$ cat src/rtl/region_copy_engine.sv
// rtl/region_copy_engine.sv - COPY/FILL region mover with FIFO-decoupled read and write engines
module region_copy_engine #(
  parameter int DATA_W    = 32,
  parameter int ADDR_W    = 32,
  parameter int LEN_W     = 16,
  parameter int BUF_DEPTH = 4
) (
  input  logic              clk,
  input  logic              rst_l,
  input  logic              go,
  input  logic              mode,
  input  logic [ADDR_W-1:0] src_base,
  input  logic [ADDR_W-1:0] src_stride,
  input  logic [ADDR_W-1:0] dst_base,
  input  logic [LEN_W-1:0]  len,
  input  logic [DATA_W-1:0] fill_value,
  output logic              busy,
  output logic              done,
  output logic [LEN_W-1:0]  words_written,
  output logic [ADDR_W-1:0] src_ptr,
  output logic              src_r_en,
  output logic              src_avail,
  input  logic              src_done,
  input  logic [DATA_W-1:0] src_data_load,
  output logic [ADDR_W-1:0] dst_ptr,
  output logic              dst_w_en,
  output logic              dst_avail,
  output logic              dst_write_through,
  input  logic              dst_done,
  output logic [DATA_W-1:0] dst_data_store
);
  localparam int PTR_W = $clog2(BUF_DEPTH);
  localparam int CNT_W = PTR_W + 1;
  localparam logic [CNT_W-1:0] DEPTH_C = CNT_W'(BUF_DEPTH);

  typedef enum logic [1:0] {S_IDLE, S_RUN, S_DONE} state_e;
  state_e state_q, state_d;

  logic              mode_q;
  logic [ADDR_W-1:0] stride_q, src_ptr_q, dst_ptr_q;
  logic [LEN_W-1:0]  len_q, rd_cnt_q, words_written_q;
  logic [DATA_W-1:0] fill_q;
  logic              src_avail_q, dst_avail_q;
  logic [PTR_W-1:0]  wr_ptr_q, rd_ptr_q;
  logic [CNT_W-1:0]  fifo_cnt_q;
  logic [DATA_W-1:0] fifo_mem [BUF_DEPTH];

  logic push, pop, rd_issue, wr_issue, job_start;

  assign job_start = (state_q == S_IDLE) && go;
  assign push      = src_avail_q && src_done;
  assign pop       = dst_avail_q && dst_done && !mode_q;
  // A new request is only considered once the previous one has dropped avail for a cycle.
  assign rd_issue  = !src_avail_q && !mode_q && (rd_cnt_q < len_q) && (fifo_cnt_q < DEPTH_C);
  assign wr_issue  = !dst_avail_q && (words_written_q < len_q) && (mode_q || fifo_cnt_q != '0);

  always_ff @(posedge clk or negedge rst_l) begin
    if (!rst_l) state_q <= S_IDLE;
    else        state_q <= state_d;
  end

  always_comb begin
    state_d = state_q;
    case (state_q)
      S_IDLE: if (go) state_d = (len != '0) ? S_RUN : S_DONE;
      S_RUN:  if (words_written_q == len_q && !src_avail_q && !dst_avail_q) state_d = S_DONE;
      S_DONE: if (!go) state_d = S_IDLE;
      default: state_d = S_IDLE;
    endcase
  end

  always_comb begin
    busy = 1'b0;
    done = 1'b0;
    case (state_q)
      S_RUN:   busy = 1'b1;
      S_DONE:  done = 1'b1;
      default: ;
    endcase
  end

  always_ff @(posedge clk or negedge rst_l) begin
    if (!rst_l) begin
      mode_q          <= 1'b0;
      stride_q        <= '0;
      len_q           <= '0;
      fill_q          <= '0;
      src_ptr_q       <= '0;
      dst_ptr_q       <= '0;
      rd_cnt_q        <= '0;
      words_written_q <= '0;
      src_avail_q     <= 1'b0;
      dst_avail_q     <= 1'b0;
      wr_ptr_q        <= '0;
      rd_ptr_q        <= '0;
      fifo_cnt_q      <= '0;
    end else if (job_start) begin
      mode_q          <= mode;
      stride_q        <= src_stride;
      len_q           <= len;
      fill_q          <= fill_value;
      src_ptr_q       <= src_base;
      dst_ptr_q       <= dst_base;
      rd_cnt_q        <= '0;
      words_written_q <= '0;
      src_avail_q     <= !mode && (len != '0);
      dst_avail_q     <= mode && (len != '0);
      wr_ptr_q        <= '0;
      rd_ptr_q        <= '0;
      fifo_cnt_q      <= '0;
    end else if (state_q == S_RUN) begin
      if (src_avail_q) begin
        if (src_done) begin
          src_avail_q <= 1'b0;
          src_ptr_q   <= src_ptr_q + stride_q;
          rd_cnt_q    <= rd_cnt_q + LEN_W'(1);
        end
      end else if (rd_issue) begin
        src_avail_q <= 1'b1;
      end
      if (dst_avail_q) begin
        if (dst_done) begin
          dst_avail_q     <= 1'b0;
          dst_ptr_q       <= dst_ptr_q + ADDR_W'(1);
          words_written_q <= words_written_q + LEN_W'(1);
        end
      end else if (wr_issue) begin
        dst_avail_q <= 1'b1;
      end
      if (push) wr_ptr_q <= wr_ptr_q + PTR_W'(1);
      if (pop)  rd_ptr_q <= rd_ptr_q + PTR_W'(1);
      case ({push, pop})
        2'b10:   fifo_cnt_q <= fifo_cnt_q + CNT_W'(1);
        2'b01:   fifo_cnt_q <= fifo_cnt_q - CNT_W'(1);
        default: ;
      endcase
    end
  end

  always_ff @(posedge clk) begin
    if (push) fifo_mem[wr_ptr_q] <= src_data_load;
  end

  assign words_written     = words_written_q;
  assign src_ptr           = src_ptr_q;
  assign src_avail         = src_avail_q;
  assign src_r_en          = src_avail_q;
  assign dst_ptr           = dst_ptr_q;
  assign dst_avail         = dst_avail_q;
  assign dst_w_en          = dst_avail_q;
  assign dst_write_through = dst_avail_q && (words_written_q == len_q - LEN_W'(1));
  assign dst_data_store    = !dst_avail_q ? '0 : (mode_q ? fill_q : fifo_mem[rd_ptr_q]);
endmodule

$ cat config.mk
export PLATFORM = sky130hd
export DESIGN_NAME = region_copy_engine
export DESIGN_NICKNAME = d
export VERILOG_FILES = /design/src/rtl/region_copy_engine.sv
export SDC_FILE = /design/constraint.sdc
export NUM_CORES = 1
export LEC_CHECK = 0
export BUFFER_PORTS_ARGS = -buffer_cell sky130_fd_sc_hd__buf_2
export CORE_MARGIN = 2
export CORE_UTILIZATION = 45
export CTS_CLUSTER_SIZE = 12
export DETAILED_ROUTE_END_ITERATION = 16
export GPL_TIMING_DRIVEN = 0
export PLACE_DENSITY = 0.73
export SYNTH_ARGS = -nofsm -noshare
export SYNTH_HDL_FRONTEND = slang
export SYNTH_SLANG_ARGS = --single-unit
$ cat constraint.sdc
create_clock -name clk -period 4.18 [get_ports clk]
set_input_delay 0.209 -clock clk [delete_from_list [all_inputs] [get_ports clk]]
set_output_delay 0.209 -clock clk [all_outputs]
set_load 0.01 [all_outputs]
# After elaboration in Yosys (flattened, before gate mapping)
# Memories as Yosys holds them, arrays and structs flattened.
# Index checks and enable logic that the tools add are counted.
[op_classes] add_sub_neg=9 n_lt_le_gt_ge=3 eq_ne=9 muxes=46 reduce_logical=36
[op_table] cell="$mux W32" n=10
[op_table] cell="$mux W16" n=8
[op_table] cell="$add A16 B1 Y16 const B" n=2
[op_table] cell="$add A32 B1 Y32 const B" n=1
[op_table] cell="$add A32 B32 Y32" n=1
[op_table] cell="$eq A16 B16 Y1" n=2
[op_table] cell="$lt A16 B16 Y1" n=2
[op_table] cell="$mux W2" n=10
[op_table] cell="$reduce_bool A16 Y1" n=1
[op_table] cell="$sub A16 B1 Y16 const B" n=1
[op_table] cell="$logic_and A1 B1 Y1" n=14
[op_table] cell="$mux W1" n=14
[op_table] cell="$reduce_bool A2 Y1" n=7
[op_table] cell="$reduce_and A3 Y1" n=3
[op_table] cell="$mux W3" n=2
[op_table] cell="$ne A2 B2 Y1 const B" n=3
[op_table] cell="$pmux W2 S3" n=1
[op_table] cell="$pmux W3 S2" n=1
[op_table] cell="$reduce_and A2 Y1" n=3
[op_table] cell="$reduce_bool A3 Y1" n=2
[op_table] cell="$add A2 B1 Y2 const B" n=2
[op_table] cell="$eq A2 B1 Y1 const B" n=2
[op_table] cell="$eq A2 B2 Y1 const B" n=2
[op_table] cell="$logic_not A1 Y1" n=4
[op_table] cell="5 further kinds" n=5
[word_totals] regBits=188 ram_bits=128 in_bits=182 out_inout_bits=119 elab_cells=118 n_memories=1
[memory_table] name="fifo_mem" depth=4 width=32 rd=1 rd_clocked_by_memory_dff=0 write_ports=1 line="46" source="logic [DATA_W-1:0] fifo_mem [BUF_DEPTH];"

# Longest topological paths before layout
# Gate-level depths: netlist (run 1).
[logic_depth] depth_word=8 mapped_depth=11 mapped_depth_nobuf=11

# Worst setup path before layout (run 1)
# OpenSTA, ideal clock, no wires.
[synth_timing] path_kind="register -> register" from="register src_ptr_q[0], in the netlist src_ptr[0]" to="register src_ptr_q[24], in the netlist src_ptr[24]" setup_ns=0.127 t_arrival_ns=2.436 required_ns=4.053 path_slack_ns=1.618 path_stages_with_launch=12 path_buffers=0 synth_period_minus_slack_ns=2.562 path_cell_list="dfrtp_1 ha_1 inv_1 fa_1 and2b_4 o2111a_1 or4_4 nand4_1 nand2_2 a311oi_2 xor2_1 o21ai_1"
[synth_between] elab_chain_cells=5
[synth_lines] item="start, declared" line="40" source="logic [ADDR_W-1:0] stride_q, src_ptr_q, dst_ptr_q;"
[synth_lines] item="start signal, assigned" line="102" source="src_ptr_q <= src_base;"
[synth_lines] item="start signal, assigned" line="115" source="src_ptr_q <= src_ptr_q + stride_q;"
[synth_lines] item="$add A32 B32 Y32" line="115"
[synth_lines] item="$mux W32" line="113" source="if (src_done) begin"
[synth_lines] item="$mux W32" line="112" source="if (src_avail_q) begin"
[synth_lines] item="$mux W32" line="111" source="end else if (state_q == S_RUN) begin"
[synth_lines] item="$mux W32" line="97" source="end else if (job_start) begin"
# No other way between the ends. The select of a mux whose other input is x is not followed.
# A chain may end at the register's enable or synchronous reset.

# Final worst setup path (run 1)
[layout_timing] from="register state_q[1]" to="register fill_q[27]"
[layout_between] elab_chain_cells=2
[layout_lines] item="start, declared" line="37" source="state_e state_q, state_d;"
[layout_lines] item="start signal, assigned" line="59" source="else state_q <= state_d;"
[layout_lines] item="$logic_not A2 Y1" line="50" source="assign job_start = (state_q == S_IDLE) && go;"
[layout_lines] item="$logic_and A1 B1 Y1" line="50"
[layout_lines] item="end signal, assigned" line="101" source="fill_q <= fill_value;"
[layout_lines] item="end, declared" line="42" source="logic [DATA_W-1:0] fill_q;"
# No other way between the ends.

==> key figures, run 1 <==
Timing
  • Fin crit share: 79.96%
  • Final hold violation count: 0
  • FMAX: 299.2 MHz
  • Slew Limit Fails: 0
  • Final WS setup: 837.5 ps
  • # setup viols final: 0
  • Slew @ Worst Pin: 1366 ps
  • Max-slew headroom: between 8 and 9%
  • Clock skew: about 19 ps
  • RSZ-0062 raised after global routing: no
  • Fin crit period: roughly 3300 ps

Logic synthesis
  • Syn nets: 1913
  • FF+latch count, synth: roughly 320
  • Async S/R FF share, synth: 59.49%
  • Synth warnings: 0
  • Mapped Area: approximately 0.017 mm^2
  • EDFF count, synth: 128
  • Synth unique cells: between 80 and 90
  • Register area share after synthesis: 50.57%
  • Syn Inst Count: approximately 1700
  • Dominant synthesized flop cell: dfrtp_1
  • Syn avg cell area: 10.19 um^2

Floorplan
  • Die X: a little under 200 um
  • Die Area: just under 0.04 mm^2
  • I/O pins: 301
  • Initial Utilization: between 40% and 50%
  • Core area: between 0.03 and 0.04 mm^2
  • Row Count: 70
  • Die height: roughly 200 um

Global routing
  • Antenna violations before repair: 3
  • Vias in the first global route: about 15000
  • First-pass GRT wire length: 85300 um
  • Pin count of the biggest net entering global routing: 106
  • GR Overflow Total: 0
  • Aggregate global-route resource usage: 28.32%

Worst setup path
  • Reg-to-reg startpoint: state_q[1]
  • Worst EP required: about 4700 ps
  • Max FO, Critical Path: 10
  • Worst r2r path cells: 8
  • Setup slack, reg-to-reg: around 840 ps
  • Crit start category: flop
  • Worst path arrival time: around 3800 ps
  • Setup CP Type: flop to flop
  • CP endpoint kind: flop
  • Worst R2R End: fill_q[27]

Placed design
  • Port Buf Inserts: 300
  • Gpl congestion: between 0.9 and 1
  • HPWL after detailed placement: 37870 um
  • Pre-CTS setup slack: approximately 960 ps
  • Placed cell area: between 0.015 and 0.02 mm^2

Finish
  • Most frequent cells in the layout: nand2_1, buf_2, dfrtp_1, dlygate4sd3_1, edfxtp_1
  • Fill cells: 3033
  • Post-route cell area: 0.02185 mm^2
  • Nets: 2405
  • Share of cells above drive strength 1: 20.60%
  • Commonest non-fill, non-tap cell in the layout: nand2_1
  • Synth-to-layout area growth: 29.24%

CTS
  • Worst-path clk slew: around 60 ps
  • Clk sinks: ~320
  • Max clock buf depth: 3
  • CTS Buf Count: 38
  • Root Buffer: clkbuf_16
  • Clk_lat worst skew: 530 ps
  • H-tree levels: 2
  • Post-CTS Setup Inserts: 0
  • CTS tree: built

Power and ir drop
  • Pwr per Cell Area: 747.4 mW/mm^2
  • Lkg Pwr: ~9.8 nW
  • Peak VDD IR: 0.0004426 V

Routing
  • Post-DRT Antenna Nets: 0
  • Routed len/inst: 20.99 um
  • Drt total wl: ~56000 um
  • Via Count: 15187
  • DRT Pass-1 Iters: 5
  • DRC violations left: 0
  • Drt initial violations: about 1200
  • Vias/cell: around 5.7

Hold path
  • Hold Path End: dst_ptr[6]
  • Worst hold path class: input port to flop
  • Worst hold start: dst_base[6]
  • Hold Crit Depth: 3

Run status
  • Status: complete, no violations

Run
  • Max_cap viols: 0
[metal layers]
metal  vias up  track usage (%)  part of all wire (%)
met5         -                0                     0
met4         0            13.73                   4.7
met3       155            5.297                   7.3
met2       667            46.13                    47
met1      7437            36.55                    41
li1       6928                -                     -
[timing repair]
action	4_1_cts	5_1_grt
hold buffers	149	0
gates resized for setup	0	0
endpoints found under the hold margin	328	0
[metrics by stage]
| stage | hold slack (ps) | utilization [%] | TNS, ps | power [mW] | instances |
|---|---|---|---|---|---|
| floorplan | -86.59 | - | 0 | 10.05 | 1659 |
| global placement | 400.6 | 51.63 | -86360 | 12.47 | 2427 |
| detailed placement | 261.4 | 51.85 | 0 | 12.64 | 2430 |
| CTS | 0.09281 | 59.36 | 0 | 16.19 | 2648 |
| global route | 15.80 | 59.38 | 0 | 17.39 | 2650 |
| finish | 0.3250 | 59.39 | 0 | 16.33 | 2652 |
[how the worst max path moves through the flow]
stage                           from                end  slack, ps  cells after the start
final                     state_q[1]         fill_q[27]        840                      8
after global routing        len_q[1]  dst_write_through        650                     11
after CTS                   len_q[1]  dst_write_through        850                      9
after detailed placement  state_q[1]       stride_q[31]        960                      8
after global placement         rst_l         fill_q[16]       -490                      1
after floorplan           src_ptr[0]        src_ptr[24]       1620                     11
[synth_stat cells (all sizes together), types with 10 or more instances]
master,instances,share of area (%)
a21o,21,0.93
a21oi,129,3.9
a22oi,12,0.53
a31oi,13,0.48
and3,25,0.93
buf,29,0.90
clkbuf,52,1.2
dfrtp,188,28
edfxtp,128,23
ha,70,5.2
inv,42,0.93
mux2i,37,2.2
mux4,32,4.3
nand2,334,7.4
nand3,36,1.1
nand4,25,1.1
nor2,106,2.4
nor2b,39,1.4
nor3,25,0.83
o211ai,10,0.47
o21ai,105,3.1
o22ai,14,0.52
or3,10,0.37
xnor2,31,1.6
xor2,33,1.7
[area by class of cell]
cell class / count / area, um^2 / area share [%]
Tap cell: 468 / 585.6 / 2.680
Inverter: 43 / 161.4 / 0.7388
Sequential cell: 316 / 8548 / 39.13
Timing Repair Buffer: 452 / 3070 / 14.05
Antenna cell: 4 / 10.01 / 0.04582
Clock inverter: 16 / 224.0 / 1.025
Clock buffer: 53 / 1047 / 4.794
Buffer: 82 / 360.3 / 1.649
Multi-Input combinational cell: 1218 / 7840 / 35.89
[power breakdown]
group | leakage [nW] | switching [mW] | total [mW] | internal (mW)
Clock | 0.620 | 1.34 | 3.41 | 2.07
Combinational | 5.67 | 4.84 | 7.98 | 3.14
Sequential | 3.49 | 0.798 | 4.93 | 4.13
[cells by family after synthesis]
kind of cell / Yosys count / share of synthesized area [%]
mux: 71 / 6.587
xor+xnor: 64 / 3.316
fa+ha+maj: 72 / 5.418
compound gates: 365 / 13.09
buf+inv: 125 / 3.086
simple gates: 646 / 17.93
flops: 316 / 50.57
[flip-flops by register name (all words and copies together), names as in the netlist, 3 cells and up]
| signal | flops |
|---|---|
| fifo_mem | 128 |
| src_ptr | 32 |
| len_q | 16 |
| stride_q | 32 |
| rd_cnt_q | 16 |
| words_written | 16 |
| dst_ptr | 32 |
| fifo_cnt_q | 3 |
| fill_q | 32 |
[worst max-delay path, cell delays in order, from the launching register on]
cell and delay, ps:
dfrtp_1 460, clkinv_1 180, nand2_1 100, nor2_1 120, clkbuf_1 570, clkbuf_1 1060, buf_1 550, nand2_1 130
nand2_1 100
(Power assumes the default switching activity.)
==> inputs of run 2 (changes only) <==
==> constraint.sdc (replaced) <==
create_clock -name clk -period 3.5 [get_ports clk]
set_input_delay 0.175 -clock clk [delete_from_list [all_inputs] [get_ports clk]]
set_output_delay 0.175 -clock clk [all_outputs]
set_load 0.01 [all_outputs]
==> key figures, run 2 (synthesized netlist as in run 1, its figures left out) <==
Run status
  • Status: complete, no violations (unchanged)

Routing
  • Drt total wl: 56330 um (was 55670 um)
  • DRC violations left: 0 (unchanged)
  • DRT Pass-1 Iters: 5 (unchanged)
  • Vias/cell: 5.733 (was 5.727)
  • Via Count: 15324 (was 15187)
  • Drt initial violations: 1205 (was 1162)
  • Post-DRT Antenna Nets: 0 (unchanged)
  • Routed len/inst: 21.07 um (was 20.99 um)

Placed design
  • Port Buf Inserts: 300 (unchanged)
  • Gpl congestion: 0.9370 (unchanged)
  • HPWL after detailed placement: 37870 um (unchanged)
  • Placed cell area: 0.01907 mm^2 (unchanged)

CTS
  • H-tree levels: 2 (unchanged)
  • Worst-path clk slew: 60 ps (about the same)
  • CTS tree: built (unchanged)
  • Max clock buf depth: 3 (unchanged)
  • Root Buffer: clkbuf_16 (unchanged)
  • Clk_lat worst skew: 530 ps (about the same)
  • Post-CTS sizing: 0 (unchanged)
  • Post-CTS Setup Inserts: 0 (unchanged)
  • CTS Buf Count: 38 (unchanged)
  • Clk sinks: 316 (unchanged)

Finish
  • Most frequent cells in the layout: nand2_1, buf_2, dfrtp_1, dlygate4sd3_1, edfxtp_1 (unchanged)
  • Max FFs per register: 128 (unchanged)
  • Synth-to-layout area growth: 30.43% (was 29.24%)
  • Share of cells above drive strength 1: 20.41% (was 20.60%)
  • Largest reg by FF count: fifo_mem (unchanged)
  • Commonest non-fill, non-tap cell in the layout: nand2_1 (unchanged)
  • Nets: 2425 (was 2405)
  • Post-route cell area: 0.02205 mm^2 (was 0.02185 mm^2)

Worst setup path
  • Crit path max-delay family: buffers and inverters (unchanged)
  • Worst path arrival time: 3770 ps (was 3810 ps)
  • Cell with the most instances on the worst path: nand2_1 (unchanged)
  • Slowest CP cell: clkbuf_1 (unchanged)
  • Worst R2R End: fill_q[27] (unchanged)
  • Slowest stage delay, CP: 1030 ps (was 1060 ps)
  • Critical-path cell list: clkinv_1 > nand2_1 > nor2_1 > clkbuf_1 > clkbuf_1 > buf_1 > nand2_1 > nand2_1 (unchanged)
  • Setup CP Type: flop to flop (unchanged)
  • Worst r2r path cells: 8 (unchanged)
  • Max FO, Critical Path: 10 (unchanged)
  • Worst EP required: 3970 ps (was 4650 ps)
  • Worst path buffer plus inverter count: 4 (unchanged)
  • Crit start category: flop (unchanged)
  • Setup slack, reg-to-reg: 190 ps (was 840 ps)
  • Reg-to-reg startpoint: state_q[1] (unchanged)
  • CP endpoint kind: flop (unchanged)

Global routing
  • Pin count of the biggest net entering global routing: 106 (unchanged)
  • First-pass GRT wire length: 86140 um (was 85300 um)
  • Antenna violations before repair: 3 (unchanged)
  • Vias in the first global route: 15664 (was 15479)
  • GR Overflow Total: 0 (unchanged)
  • Aggregate global-route resource usage: 28.61% (was 28.32%)

Timing
  • FMAX: 302.5 MHz (was 299.2 MHz)
  • Slew @ Worst Pin: 1338 ps (was 1366 ps)
  • Worst hold slack: 22.55 ps (was 0.3250 ps)
  • Clock skew: 18.85 ps (was 19.12 ps)
  • Fin crit period: 3306 ps (was 3343 ps)
  • # setup viols final: 0 (unchanged)
  • RSZ-0062 raised after global routing: no (unchanged)
  • Max-slew headroom: 10.78% (was 8.931%)
  • Fin crit share: 94.46% (was 79.96%)
  • Final hold violation count: 0 (unchanged)
  • Slew Limit Fails: 0 (unchanged)

Floorplan
  • Die height: 197.8 um (unchanged)
  • Die X: 197.8 um (unchanged)
  • I/O pins: 301 (unchanged)
  • Core area: 0.03679 mm^2 (unchanged)
  • Initial Utilization: 45.96% (unchanged)
  • Die Area: 0.03913 mm^2 (unchanged)
  • Row Count: 70 (unchanged)

Power and ir drop
  • Lkg Pwr: 9.866 nW (was 9.782 nW)
  • Pwr per Cell Area: 887.1 mW/mm^2 (was 747.4 mW/mm^2)
  • Peak VDD IR: 0.0005289 V (was 0.0004426 V)

Hold path
  • Worst hold start: dst_base[30] (was dst_base[6])
  • Worst hold path class: input port to flop (unchanged)
  • Hold Crit Depth: 3 (unchanged)
  • Hold Path End: dst_ptr[30] (was dst_ptr[6])

Run
  • Max_cap viols: 0 (unchanged)
-- run 2: cell count changes in the layout (fill, tap and decap cells not counted), sizes merged --
cell / previous run / this run
dlygate4sd3: 149 / 169
diode: 4 / 5
-- run 2: worst max-delay path by stage --
stage,startpoint,endpoint,slack (ps),depth (start not counted)
6_report,state_q[1],fill_q[27],190,8
5_1_grt,len_q[1],dst_write_through,7,11
4_1_cts,len_q[1],dst_write_through,200,9
3_5_place_dp,state_q[1],stride_q[31],280,8
3_3_place_gp,rst_l,fill_q[16],-1140,1
2_1_floorplan,src_ptr[0],src_ptr[24],940,11
-- run 2: area by class of cell --
cell class              count  area (um^2)
diodes                      5        12.51
plain buffers              82        360.3
clock buffers              53         1047
clock inverters            16        224.0
fillers                  3014        14740
inverters                  43        161.4
multi-input cells        1218         7840
flip-flops and latches    316         8548
well taps                 468        585.6
repair buffers            472         3271
-- run 2: worst reg2reg max path: stages (launching register included) --
cell and delay [ps]:
dfrtp_1 460, clkinv_1 180, nand2_1 100, nor2_1 120
clkbuf_1 570, clkbuf_1 1030, buf_1 550, nand2_1 140
nand2_1 100
-- run 2: what timing repair did --
item,4_1_cts,5_1_grt
hold buffers,169,0
endpoints found under the setup margin,0,0
hold endpoints to repair,348,0
-- run 2: per-layer routing --
metal  GRT usage [%]  part of all wire (%)  vias to the layer above
li1                -                     -                     6976
met1           36.53                    41                     7460
met2           46.75                    46                      716
met3           5.348                   7.6                      172
met4           14.51                   5.0                        0
met5               0                     0                        -
-- run 2: power breakdown --
group	leakage [nW]	internal, mW	switching, mW	total (mW)
Combinational	5.76	3.77	5.82	9.59
Clock	0.620	2.47	1.61	4.08
Sequential	3.49	4.94	0.953	5.89
-- run 2: per-stage QoR --
step | setup slack (ps) | power [mW] | TNS, ps | cells | util [%]
5_1_grt | 7.047 | 20.79 | 0 | 2670 | 59.92
6_report | 194.0 | 19.56 | 0 | 2673 | 59.94
3_3_place_gp | -1136 | 14.89 | -207810 | 2427 | 51.63
3_5_place_dp | 277.1 | 15.10 | 0 | 2430 | 51.85
4_1_cts | 201.3 | 19.35 | 0 | 2668 | 59.91
2_1_floorplan | 937.8 | 12.01 | 0 | 1659 | -
